===== config.mk =====
export PLATFORM = sky130hd
export DESIGN_NAME = ssd1309_spi_receiver_flat
export DESIGN_NICKNAME = d
export VERILOG_FILES = /design/src/rtl/ssd1309_pkg.sv /design/src/rtl/ssd1309_spi_receiver_if.sv /design/src/rtl/spi_byte_rx.sv /design/src/rtl/ssd1309_spi_receiver.sv /design/src/flat_wrapper.sv
export SDC_FILE = /design/constraint.sdc
export NUM_CORES = 1
export LEC_CHECK = 0
export ABC_CLOCK_PERIOD_IN_PS = 1800
export BUFFER_PORTS_ARGS = -buffer_cell sky130_fd_sc_hd__buf_2
export CAP_MARGIN = 20
export CORE_ASPECT_RATIO = 1.75
export CORE_UTILIZATION = 53
export CTS_CLUSTER_DIAMETER = 150
export DETAILED_ROUTE_END_ITERATION = 8
export PLACE_DENSITY = 0.78
export REMOVE_ABC_BUFFERS = 1
export SLEW_MARGIN = 0
export SYNTH_ARGS = -nofsm -noshare
export SYNTH_HDL_FRONTEND = slang
export SYNTH_SLANG_ARGS = --single-unit

===== constraint.sdc =====
create_clock -name clk -period 1.8 [get_ports clk]
set_clock_uncertainty 0.2 [all_clocks]
set_input_delay 0.36 -clock clk [delete_from_list [all_inputs] [get_ports clk]]
set_output_delay 0.36 -clock clk [all_outputs]
set_load 0.1 [all_outputs]

===== src/rtl/ssd1309_pkg.sv =====
// Shared opcodes, addressing-mode codes and parser state encoding for the SSD1309 SPI receiver.
// Page-mode opcodes (0xB0-0xB7, 0x00-0x17) are decoded only when SSD_RX_PAGE_MODE_EN is defined.
package ssd1309_pkg;

  typedef enum logic [1:0] {
    P_CMD  = 2'd0,
    P_ARG1 = 2'd1,
    P_ARG2 = 2'd2
  } parser_state_t;

  localparam logic [1:0] ADDR_HORIZ = 2'd0;
  localparam logic [1:0] ADDR_VERT  = 2'd1;
  localparam logic [1:0] ADDR_PAGE  = 2'd2;

  localparam logic [7:0] CMD_MEM_MODE  = 8'h20;
  localparam logic [7:0] CMD_COL_ADDR  = 8'h21;
  localparam logic [7:0] CMD_PAGE_ADDR = 8'h22;
  localparam logic [7:0] CMD_CONTRAST  = 8'h81;
  localparam logic [7:0] CMD_MUX_RATIO = 8'hA8;
  localparam logic [7:0] CMD_OFFSET    = 8'hD3;
  localparam logic [7:0] CMD_CLK_DIV   = 8'hD5;
  localparam logic [7:0] CMD_PRECHARGE = 8'hD9;
  localparam logic [7:0] CMD_COM_PINS  = 8'hDA;
  localparam logic [7:0] CMD_VCOMH     = 8'hDB;
  localparam logic [7:0] CMD_CHG_PUMP  = 8'h8D;

  // Panel-setup commands whose single argument is swallowed without effect.
  function automatic logic has_ignored_arg(input logic [7:0] op);
    logic hit;
    hit = 1'b0;
    case (op)
      CMD_CONTRAST, CMD_MUX_RATIO, CMD_OFFSET, CMD_CLK_DIV,
      CMD_PRECHARGE, CMD_COM_PINS, CMD_VCOMH, CMD_CHG_PUMP: hit = 1'b1;
      default: hit = 1'b0;
    endcase
    return hit;
  endfunction

endpackage


===== src/rtl/ssd1309_spi_receiver_if.sv =====
// Pixel write port: request held with address/data until the consumer acknowledges.
interface ssd1309_spi_receiver_if;
  logic       we;
  logic [7:0] w_xpos;
  logic [7:0] w_ypos;
  logic [7:0] din;
  logic       w_data_valid;

  modport master (output we, output w_xpos, output w_ypos, output din, input w_data_valid);
  modport slave  (input we, input w_xpos, input w_ypos, input din, output w_data_valid);
endinterface


===== src/rtl/spi_byte_rx.sv =====
// SPI mode-0 byte deserializer: 2-FF synchronizers, sclk rise detect, MSB-first shift.
// byte_valid pulses one clk after the 8th edge, with dc captured alongside bit 0.
module spi_byte_rx (
  input  logic       clk,
  input  logic       rst,
  input  logic       sclk,
  input  logic       sdin,
  input  logic       dc,
  input  logic       cs,
  output logic       byte_valid,
  output logic [7:0] rx_byte,
  output logic       is_data
);

  // Bit order in the synchronizer vectors: {sclk, sdin, dc, cs}
  logic [3:0] sync1_reg;
  logic [3:0] sync2_reg;
  logic       sclk_d_reg;
  logic [6:0] shift_reg;
  logic [2:0] cnt_reg;
  logic       byte_valid_reg;
  logic [7:0] rx_byte_reg;
  logic       is_data_reg;

  logic sclk_s, sdin_s, dc_s, cs_s, sclk_rise;

  assign sclk_s    = sync2_reg[3];
  assign sdin_s    = sync2_reg[2];
  assign dc_s      = sync2_reg[1];
  assign cs_s      = sync2_reg[0];
  assign sclk_rise = sclk_s & ~sclk_d_reg;

  always_ff @(posedge clk) begin
    if (rst) begin
      sync1_reg      <= 4'b0001;
      sync2_reg      <= 4'b0001;
      sclk_d_reg     <= 1'b0;
      shift_reg      <= '0;
      cnt_reg        <= '0;
      byte_valid_reg <= 1'b0;
      rx_byte_reg    <= '0;
      is_data_reg    <= 1'b0;
    end else begin
      sync1_reg      <= {sclk, sdin, dc, cs};
      sync2_reg      <= sync1_reg;
      sclk_d_reg     <= sclk_s;
      byte_valid_reg <= 1'b0;
      if (cs_s) begin
        cnt_reg   <= '0;
        shift_reg <= '0;
      end else if (sclk_rise) begin
        shift_reg <= {shift_reg[5:0], sdin_s};
        cnt_reg   <= cnt_reg + 3'd1;
        if (cnt_reg == 3'd7) begin
          byte_valid_reg <= 1'b1;
          rx_byte_reg    <= {shift_reg, sdin_s};
          is_data_reg    <= dc_s;
        end
      end
    end
  end

  assign byte_valid = byte_valid_reg;
  assign rx_byte    = rx_byte_reg;
  assign is_data    = is_data_reg;

endmodule


===== src/rtl/ssd1309_spi_receiver.sv =====
// SSD1309-style SPI front end: parses commands, tracks the GDDRAM address window and issues pixel writes.
// Optional page addressing mode (mode=2) is enabled with macro SSD_RX_PAGE_MODE_EN.
module ssd1309_spi_receiver
  import ssd1309_pkg::*;
#(
  parameter int WIDTH = 128,
  parameter int PAGES = 8
) (
  input  logic                           clk,
  input  logic                           rst,
  input  logic                           sclk,
  input  logic                           sdin,
  input  logic                           dc,
  input  logic                           cs,
  ssd1309_spi_receiver_if.master         wr,
  output logic                           busy,
  output logic                           overrun
);

  localparam logic [6:0] COL_MAX  = 7'(WIDTH - 1);
  localparam logic [2:0] PAGE_MAX = 3'(PAGES - 1);

  logic       byte_valid;
  logic [7:0] rx_byte;
  logic       is_data;

  spi_byte_rx u_rx (
    .clk       (clk),
    .rst       (rst),
    .sclk      (sclk),
    .sdin      (sdin),
    .dc        (dc),
    .cs        (cs),
    .byte_valid(byte_valid),
    .rx_byte   (rx_byte),
    .is_data   (is_data)
  );

  parser_state_t state_reg, state_next;
  logic [7:0] cmd_reg, cmd_next;
  logic [1:0] mode_reg, mode_next;
  logic [6:0] col_start_reg, col_start_next, col_end_reg, col_end_next, col_reg, col_next;
  logic [2:0] page_start_reg, page_start_next, page_end_reg, page_end_next, page_reg, page_next;
  logic       we_reg, we_next, overrun_reg, overrun_next;
  logic [7:0] xpos_reg, xpos_next, ypos_reg, ypos_next, din_reg, din_next;

  logic       col_at_end, page_at_end;
  logic [6:0] col_step;
  logic [2:0] page_step;

  assign col_at_end  = (col_reg == col_end_reg);
  assign page_at_end = (page_reg == page_end_reg);
  assign col_step    = col_at_end ? col_start_reg : col_reg + 7'd1;
  assign page_step   = page_at_end ? page_start_reg : page_reg + 3'd1;

  always_ff @(posedge clk) begin
    if (rst) begin
      state_reg      <= P_CMD;
      cmd_reg        <= '0;
      mode_reg       <= ADDR_HORIZ;
      col_start_reg  <= '0;
      col_end_reg    <= COL_MAX;
      page_start_reg <= '0;
      page_end_reg   <= PAGE_MAX;
      col_reg        <= '0;
      page_reg       <= '0;
      we_reg         <= 1'b0;
      xpos_reg       <= '0;
      ypos_reg       <= '0;
      din_reg        <= '0;
      overrun_reg    <= 1'b0;
    end else begin
      state_reg      <= state_next;
      cmd_reg        <= cmd_next;
      mode_reg       <= mode_next;
      col_start_reg  <= col_start_next;
      col_end_reg    <= col_end_next;
      page_start_reg <= page_start_next;
      page_end_reg   <= page_end_next;
      col_reg        <= col_next;
      page_reg       <= page_next;
      we_reg         <= we_next;
      xpos_reg       <= xpos_next;
      ypos_reg       <= ypos_next;
      din_reg        <= din_next;
      overrun_reg    <= overrun_next;
    end
  end

  always_comb begin
    state_next      = state_reg;
    cmd_next        = cmd_reg;
    mode_next       = mode_reg;
    col_start_next  = col_start_reg;
    col_end_next    = col_end_reg;
    page_start_next = page_start_reg;
    page_end_next   = page_end_reg;
    col_next        = col_reg;
    page_next       = page_reg;
    we_next         = we_reg;
    xpos_next       = xpos_reg;
    ypos_next       = ypos_reg;
    din_next        = din_reg;
    overrun_next    = overrun_reg;

    if (we_reg && wr.w_data_valid) we_next = 1'b0;

    if (byte_valid && is_data) begin
      // A byte landing while the previous write is still outstanding is lost, including in the ack cycle.
      if (we_reg) begin
        overrun_next = 1'b1;
      end else begin
        we_next   = 1'b1;
        xpos_next = {1'b0, col_reg};
        ypos_next = {2'b00, page_reg, 3'b000};
        din_next  = rx_byte;
        case (mode_reg)
          ADDR_VERT: begin
            page_next = page_step;
            if (page_at_end) col_next = col_step;
          end
`ifdef SSD_RX_PAGE_MODE_EN
          ADDR_PAGE: col_next = (col_reg == COL_MAX) ? 7'd0 : col_reg + 7'd1;
`endif
          default: begin
            col_next = col_step;
            if (col_at_end) page_next = page_step;
          end
        endcase
      end
    end else if (byte_valid) begin
      case (state_reg)
        P_CMD: begin
          cmd_next = rx_byte;
          case (rx_byte)
            CMD_MEM_MODE, CMD_COL_ADDR, CMD_PAGE_ADDR: state_next = P_ARG1;
            default: begin
              if (has_ignored_arg(rx_byte)) state_next = P_ARG1;
`ifdef SSD_RX_PAGE_MODE_EN
              else if (mode_reg == ADDR_PAGE) begin
                if (rx_byte[7:3] == 5'b10110) page_next = rx_byte[2:0];
                else if (rx_byte[7:4] == 4'h0) col_next[3:0] = rx_byte[3:0];
                else if (rx_byte[7:3] == 5'b00010) col_next[6:4] = rx_byte[2:0];
              end
`endif
            end
          endcase
        end
        P_ARG1: begin
          state_next = P_CMD;
          case (cmd_reg)
            CMD_MEM_MODE: mode_next = rx_byte[1:0];
            CMD_COL_ADDR: begin
              col_start_next = rx_byte[6:0];
              col_next       = rx_byte[6:0];
              state_next     = P_ARG2;
            end
            CMD_PAGE_ADDR: begin
              page_start_next = rx_byte[2:0];
              page_next       = rx_byte[2:0];
              state_next      = P_ARG2;
            end
            default: state_next = P_CMD;
          endcase
        end
        P_ARG2: begin
          state_next = P_CMD;
          if (cmd_reg == CMD_COL_ADDR) col_end_next = rx_byte[6:0];
          else if (cmd_reg == CMD_PAGE_ADDR) page_end_next = rx_byte[2:0];
        end
        default: state_next = P_CMD;
      endcase
    end
  end

  assign wr.we     = we_reg;
  assign wr.w_xpos = xpos_reg;
  assign wr.w_ypos = ypos_reg;
  assign wr.din    = din_reg;
  assign busy      = we_reg;
  assign overrun   = overrun_reg;

endmodule


===== src/flat_wrapper.sv =====
// flat-port wrapper written by rule: the top's interface ports become plain ports
module ssd1309_spi_receiver_flat import ssd1309_pkg::*;
#(
  parameter int WIDTH = 128,
  parameter int PAGES = 8
)
  (clk, rst, sclk, sdin, dc, cs, busy, overrun, wr_we, wr_w_xpos, wr_w_ypos, wr_din, wr_w_data_valid);
  ssd1309_spi_receiver_if wr_i ();
  input  logic clk;
  input  logic rst;
  input  logic sclk;
  input  logic sdin;
  input  logic dc;
  input  logic cs;
  output logic busy;
  output logic overrun;
  output wire logic [$bits(wr_i.we)-1:0] wr_we;
  output wire logic [$bits(wr_i.w_xpos)-1:0] wr_w_xpos;
  output wire logic [$bits(wr_i.w_ypos)-1:0] wr_w_ypos;
  output wire logic [$bits(wr_i.din)-1:0] wr_din;
  input wire logic [$bits(wr_i.w_data_valid)-1:0] wr_w_data_valid;
  assign wr_we = wr_i.we;
  assign wr_w_xpos = wr_i.w_xpos;
  assign wr_w_ypos = wr_i.w_ypos;
  assign wr_din = wr_i.din;
  assign wr_i.w_data_valid = wr_w_data_valid;
  ssd1309_spi_receiver #(.WIDTH(WIDTH), .PAGES(PAGES)) u_core (.clk(clk), .rst(rst), .sclk(sclk), .sdin(sdin), .dc(dc), .cs(cs), .wr(wr_i), .busy(busy), .overrun(overrun));
endmodule

==> reports/results.ini, run 1 <==
[global_route]
grt_pass1_wl_mm = 17.0
overflow = 0
antenna_found_initial = 0
grt_pass1_vias = 3754
grt_max_degree = 41
track_usage_pct = 28.6

[clock_network]
cts.clk_slew.worst_paths_ns = 0.06
clock-sinks = 91
cts_buffer_depth = 2
cts_buffers = 9
cts_tree = built
clkLatencyLatePin_ns = 0.35
htreeDepth = 3
ctsRootBufferMaster = clkbuf_16

[detailed_routing]
routed_wl_mm = 11.4
first_pass_iters = 4
vias = 3836
drc = 0
wl_per_cell_um = 17.2
vias_per_cell = 5.80
ant_nets = 0
drt_iter0_drc = 271

[power_and_ir_drop]
power_density_nw_per_um2 = 730
p_leak_nw = 2.08
total_power_w = 0.00395
peakVddDrop_uv = 628

[worst_setup_path]
cp_max_fo = 4
r2r_end = u_core.page_end_reg[2]$_SDFFE_PP1P_
arrival_ns = 2.00
critPathKind = reg -> reg
crit_path_end = u_core.page_end_reg[2]$_SDFFE_PP1P_
crit_path_start = u_core.cmd_reg[4]$_SDFFE_PP0P_
rr_worst_depth = 7
r2r_slack_ns = -0.17
critPathRequiredTime_ns = 1.82
cp-end-kind = flip-flop
start_kind = flip-flop
regToRegStartpoint = u_core.cmd_reg[4]$_SDFFE_PP0P_

[synthesis]
yosysSeqAreaShare_pct = 45.1
ys_warn_count = 0
yosysMostFrequentCell = nand2_1
yosysTopAreaCell = dfxtp_1
syn_avg_cell_area_sq_um = 8.43
synth_edf_count = 0
ys_ff_latch = 91
yosys_most_used_dff = dfxtp_1
synthTopCellsByArea = dfxtp_1 45%, nand2_1 11%, a21oi_1 7.3%, mux2i_1 3.7%, xor2_1 2.6%
syn_area_sq_um = 4040
yosys.area.top_type_share_pct = 45.1
async_flop_share_pct = 0
synth_commonest_cells = 119 x nand2_1, 91 x dfxtp_1, 59 x a21oi_1
synthCells = 479
yosysUniqueCellTypes = 57

[placement]
place_hpwl_mm = 7.10
place_area_sq_um = 4690
port_buffers = 27
place.gp.congestion = 0.915

[die]
design.die.area_sq_um = 7990
coreArea_sq_um = 7280
die_width_um = 68
ios = 34
start_util_pct = 55.5
rows = 41
die_y_um = 118

[timing]
rsz0062_at_grt = true
setup_viol = 25
post-route-period-util_pct = 110
layout_min_cycle_time_ns = 1.97
hold_viol = 0
worst_slack_ns = -0.172
slew_viol_final = 0
timing.hold.ws_ns = 0.0258
fmax_mhz = 507

[run_status]
run_status = finished, violations left
violations = setup timing

[layout]
diodes = 0
nets = 582
design_area_sq_um = 5420
area_growth_pct = 34.0
fin_util_pct = 74.3
nFillCells = 477
drive_gt1_share_pct = 36.3

[worst_hold_path]
hold_class = in -> reg

[run]
drv_cap = 0

-- repair_timing --
action | in CTS | in global routing
buffers inserted | 5 | 4
endpoints found under the hold margin | 1 | 0
cloned | 1 | 1
gates resized for setup | 37 | 65
hold buffers | 1 | 0
setup endpoints to repair | 31 | 55
pin swaps | 14 | 32
-- report_power, final --
group | internal [W] | switching (W)
Clock | 0.00106 | 0.000740
Combinational | 0.0000219 | 0.000102
Sequential | 0.00202 | 0.00000329
Total | 0.00311 | 0.000846
-- cell type report --
cell class / count / area [sq um] / area share, %
Sequential cell: 91 / 1840 / 34.0
Inverter: 6 / 22.5 / 0.416
Timing Repair Buffer: 111 / 853 / 15.8
Multi-Input combinational cell: 352 / 2310 / 42.7
Clock inverter: 3 / 40.0 / 0.739
Clock buffer: 12 / 236 / 4.37
Tap cell: 86 / 108 / 1.99
-- per-layer routing --
metal  track usage (%)  share of wire (%)
met1              26.8                 33
met5                 0                  0
met4              22.1                7.0
met3              7.56                5.6
met2              49.1                 54
-- worst min path at each step --
stage                     cells after the start                           startpoint                                  end
after detailed placement                      1  u_core.u_rx.sync1_reg[0]$_SDFF_PP1_  u_core.u_rx.sync2_reg[0]$_SDFF_PP1_
after global routing                          2                                 sdin  u_core.u_rx.sync1_reg[2]$_SDFF_PP0_
after CTS                                     2                                   dc  u_core.u_rx.sync1_reg[1]$_SDFF_PP0_
final                                         2                                   dc  u_core.u_rx.sync1_reg[1]$_SDFF_PP0_
after global placement                        1  u_core.u_rx.sync1_reg[0]$_SDFF_PP1_  u_core.u_rx.sync2_reg[0]$_SDFF_PP1_
after floorplan                               1  u_core.u_rx.sync1_reg[0]$_SDFF_PP1_  u_core.u_rx.sync2_reg[0]$_SDFF_PP1_
-- worst max-delay path, stage by stage (launching register included) --
cell and delay [ns]:
dfxtp_2 0.34, nor4b_4 0.28, buf_4 0.18, nand3_4 0.09
nor4_4 0.28, buf_4 0.18, mux2i_2 0.22, nand2_1 0.07
-- logic make-up (layout without fill, tap and decap cells) --
logic type	count (synthesis)	in the layout	synth area share, %
AND/OR/NAND/NOR	202	202	25.1
AO/OA/AOI/OAI	107	108	16.2
flip-flops	91	91	45.1
buffers and inverters	42	132	4.86
XOR/XNOR	17	17	3.69
multiplexers	15	15	3.72
adder cells (fa/ha/maj)	4	4	1.24
other	1	6	0.0928
-- through the flow --
stage | worst slack, ns | setup TNS [ns] | std cells
after floorplan | -1.05 | -31.14 | 448
after global placement | -0.0574 | -0.474 | 634
after detailed placement | -0.141 | -1.78 | 634
after CTS | -0.0810 | -0.796 | 656
after global routing | -0.267 | -4.16 | 661
final | -0.172 | -1.62 | 661
-- cell usage in the layout, fill, tap and decap left out, types with 3 or more instances in the layout --
cell type,netlist,final
xnor2_1,5,5
clkbuf_16,0,10
nand2_4,0,3
a21oi_2,0,10
a211oi_2,2,4
buf_6,0,6
xor2_2,0,4
a311oi_2,2,4
nand2_1,119,111
nor2_1,20,16
o311a_1,3,3
dfxtp_1,91,76
mux2i_1,15,13
nor2b_1,10,10
nand2b_1,7,7
o21ai_1,3,7
conb_1,1,6
nor4_4,3,3
o21ai_0,15,4
nand2_2,1,6
and3_1,3,3
or2_2,3,3
o21ai_2,0,7
ha_1,4,3
dfxtp_2,0,14
xor2_1,12,8
buf_4,9,72
nor3_1,3,3
a31oi_1,4,4
clkbuf_1,23,3
nand4_1,5,5
nor2_4,0,3
inv_1,6,6
buf_2,4,25
nand3_1,6,6
a21oi_1,59,49
Note: power is estimated with default switching activity, not from simulation.
==> run 2: changes to the inputs <==
PLACE_DENSITY = 0.75   (was 0.78)
==> reports/results.ini, run 2 (synthesis results as in run 1) <==
[timing]
rsz0062_at_grt = true
post-route-period-util_pct = 107  ; -2.5 points
layout_min_cycle_time_ns = 1.93  ; -0.0446 ns
setup_viol = 25  ; unchanged
fmax_mhz = 519  ; +2.3%
hold_viol = 0  ; unchanged
worst_slack_ns = -0.127  ; +0.0446 ns
slew_viol_final = 0  ; unchanged
setup_tns_ns = -1.61  ; +0.00781 ns

[placement]
port_buffers = 27  ; unchanged
place_area_sq_um = 4620  ; -1.4%
dpl_worst_slack_ns = -0.129  ; +0.0115 ns
placedCellCount = 625  ; -1.4%
place_hpwl_mm = 7.09  ; -0.21%
place.gp.congestion = 0.926  ; +1.3%

[die]
die_y_um = 118  ; unchanged
rows = 41  ; unchanged
start_util_pct = 55.5  ; unchanged
coreArea_sq_um = 7280  ; unchanged
die_width_um = 68  ; unchanged
ios = 34  ; unchanged
design.die.area_sq_um = 7990  ; unchanged

[global_route]
grt_pass1_wl_mm = 16.3  ; -4.2%
grt_max_degree = 30  ; -27%
antenna_found_initial = 0  ; unchanged
overflow = 0  ; unchanged
grt_pass1_vias = 3534  ; -5.9%
track_usage_pct = 27.3  ; -1.3 points

[detailed_routing]
vias_per_cell = 5.61  ; -3.3%
drt_iter0_drc = 271  ; unchanged
vias = 3646  ; -5.0%
drc = 0  ; unchanged
ant_nets = 0  ; unchanged
wl_per_cell_um = 16.0  ; -7.2%
routed_wl_mm = 10.4  ; -8.8%
first_pass_iters = 4  ; unchanged

[clock_network]
clock-sinks = 91  ; unchanged
htreeDepth = 3  ; unchanged
cts.clk_slew.worst_paths_ns = 0.06  ; about the same
ctsRootBufferMaster = clkbuf_16
clkLatencyLatePin_ns = 0.34  ; about the same
cts_buffer_depth = 2  ; unchanged
cts_buffers = 9  ; unchanged
cts_tree = built

[layout]
final_cell_mix = 116 x nand2_1, 79 x dfxtp_1, 64 x buf_4
layoutNonFillerInstCount = 650  ; -1.7%
fin_util_pct = 72.0  ; -2.3 points
nFillCells = 534  ; +12%
nets = 571  ; -1.9%
design_area_sq_um = 5250  ; -3.1%
layout_commonest_cell = nand2_1
area_growth_pct = 29.9
drive_gt1_share_pct = 32.1  ; -4.3 points
diodes = 0  ; unchanged

[worst_setup_path]
critPathRequiredTime_ns = 1.86  ; +0.04 ns
start_kind = flip-flop
r2r_slack_ns = -0.13  ; +0.04 ns
cp-end-kind = flip-flop
arrival_ns = 1.99  ; about the same
cp_max_fo = 3  ; -1
critPathKind = reg -> reg

[run]
drv_cap = 0  ; unchanged

[power_and_ir_drop]
peakVddDrop_uv = 615  ; -2.1%
power_density_nw_per_um2 = 764  ; +4.7%
p_leak_nw = 1.95  ; -6.0%

[worst_hold_path]
hold_class = in -> reg

[run_status]
violations = setup timing
run_status = finished, violations left

-- run 2: cell count changes in the layout (fill, tap and decap cells not counted), moves of 3 or more --
cell,delta
buf_4,-8
dfxtp_1,+3
nand2_2,-3
a21oi_1,+4
nand2_1,+5
buf_6,+3
clkbuf_1,-3
dfxtp_2,-3
a21oi_2,-4
-- run 2: report_power, final --
group / internal [W] / switching, W
sequential: 0.00202 / 0.00000325
clock: 0.00110 / 0.000761
combinational: 0.0000233 / 0.0000998
-- run 2: area by class of cell --
type / count / area (sq um) / share of cell area, %
well taps: 86 / 108 / 2.05
clock buffers: 10 / 239 / 4.56
clock inverters: 5 / 53.8 / 1.03
repair buffers: 100 / 737 / 14.0
flip-flops and latches: 91 / 1840 / 35.1
inverters: 6 / 22.5 / 0.429
multi-input cells: 352 / 2250 / 42.8
-- run 2: worst paths after layout --
check                                                    startpoint                             endpoint  cells past startpoint
worst max register to register      u_core.page_reg[0]$_SDFFE_PP0P_       u_core.col_reg[1]$_SDFFE_PP0P_                      6
worst min register to register  u_core.u_rx.sync1_reg[0]$_SDFF_PP1_  u_core.u_rx.sync2_reg[0]$_SDFF_PP1_                      1
worst max-delay path                u_core.page_reg[0]$_SDFFE_PP0P_       u_core.col_reg[1]$_SDFFE_PP0P_                      6
worst min-delay path                                           sdin  u_core.u_rx.sync1_reg[2]$_SDFF_PP0_                      2
-- run 2: timing repair --
action / in CTS / in global routing
hold endpoints to repair: 0 / 1
pin swaps: 12 / 23
setup endpoints to repair: 32 / 35
gates resized for setup: 32 / 46
buffers inserted: 4 / 4
cloned: 1 / 0
hold buffers: 0 / 1
-- run 2: per-layer routing --
metal,share of wire (%),up-vias,global-route usage [%]
met1,36,1712,28.7
li1,-,1783,-
met3,4.7,37,5.23
met5,0,-,0
met2,55,114,46.4
met4,4.5,0,18.0
-- run 2: stage by stage --
stage                     hold slack (ns)  total power [W]
after detailed placement            0.212          0.00219
after floorplan                     0.189          0.00214
after global routing               0.0327          0.00411
after global placement              0.198          0.00219
final                              0.0295          0.00401
after CTS                         0.00181          0.00402
-- run 2: critical path: stages, from the launching register on --
cell     delay [ns]
dfxtp_2        0.33
xor2_1         0.16
nor3_2         0.30
buf_4          0.20
o22ai_1        0.10
or4_1          0.41
o21ai_1        0.15
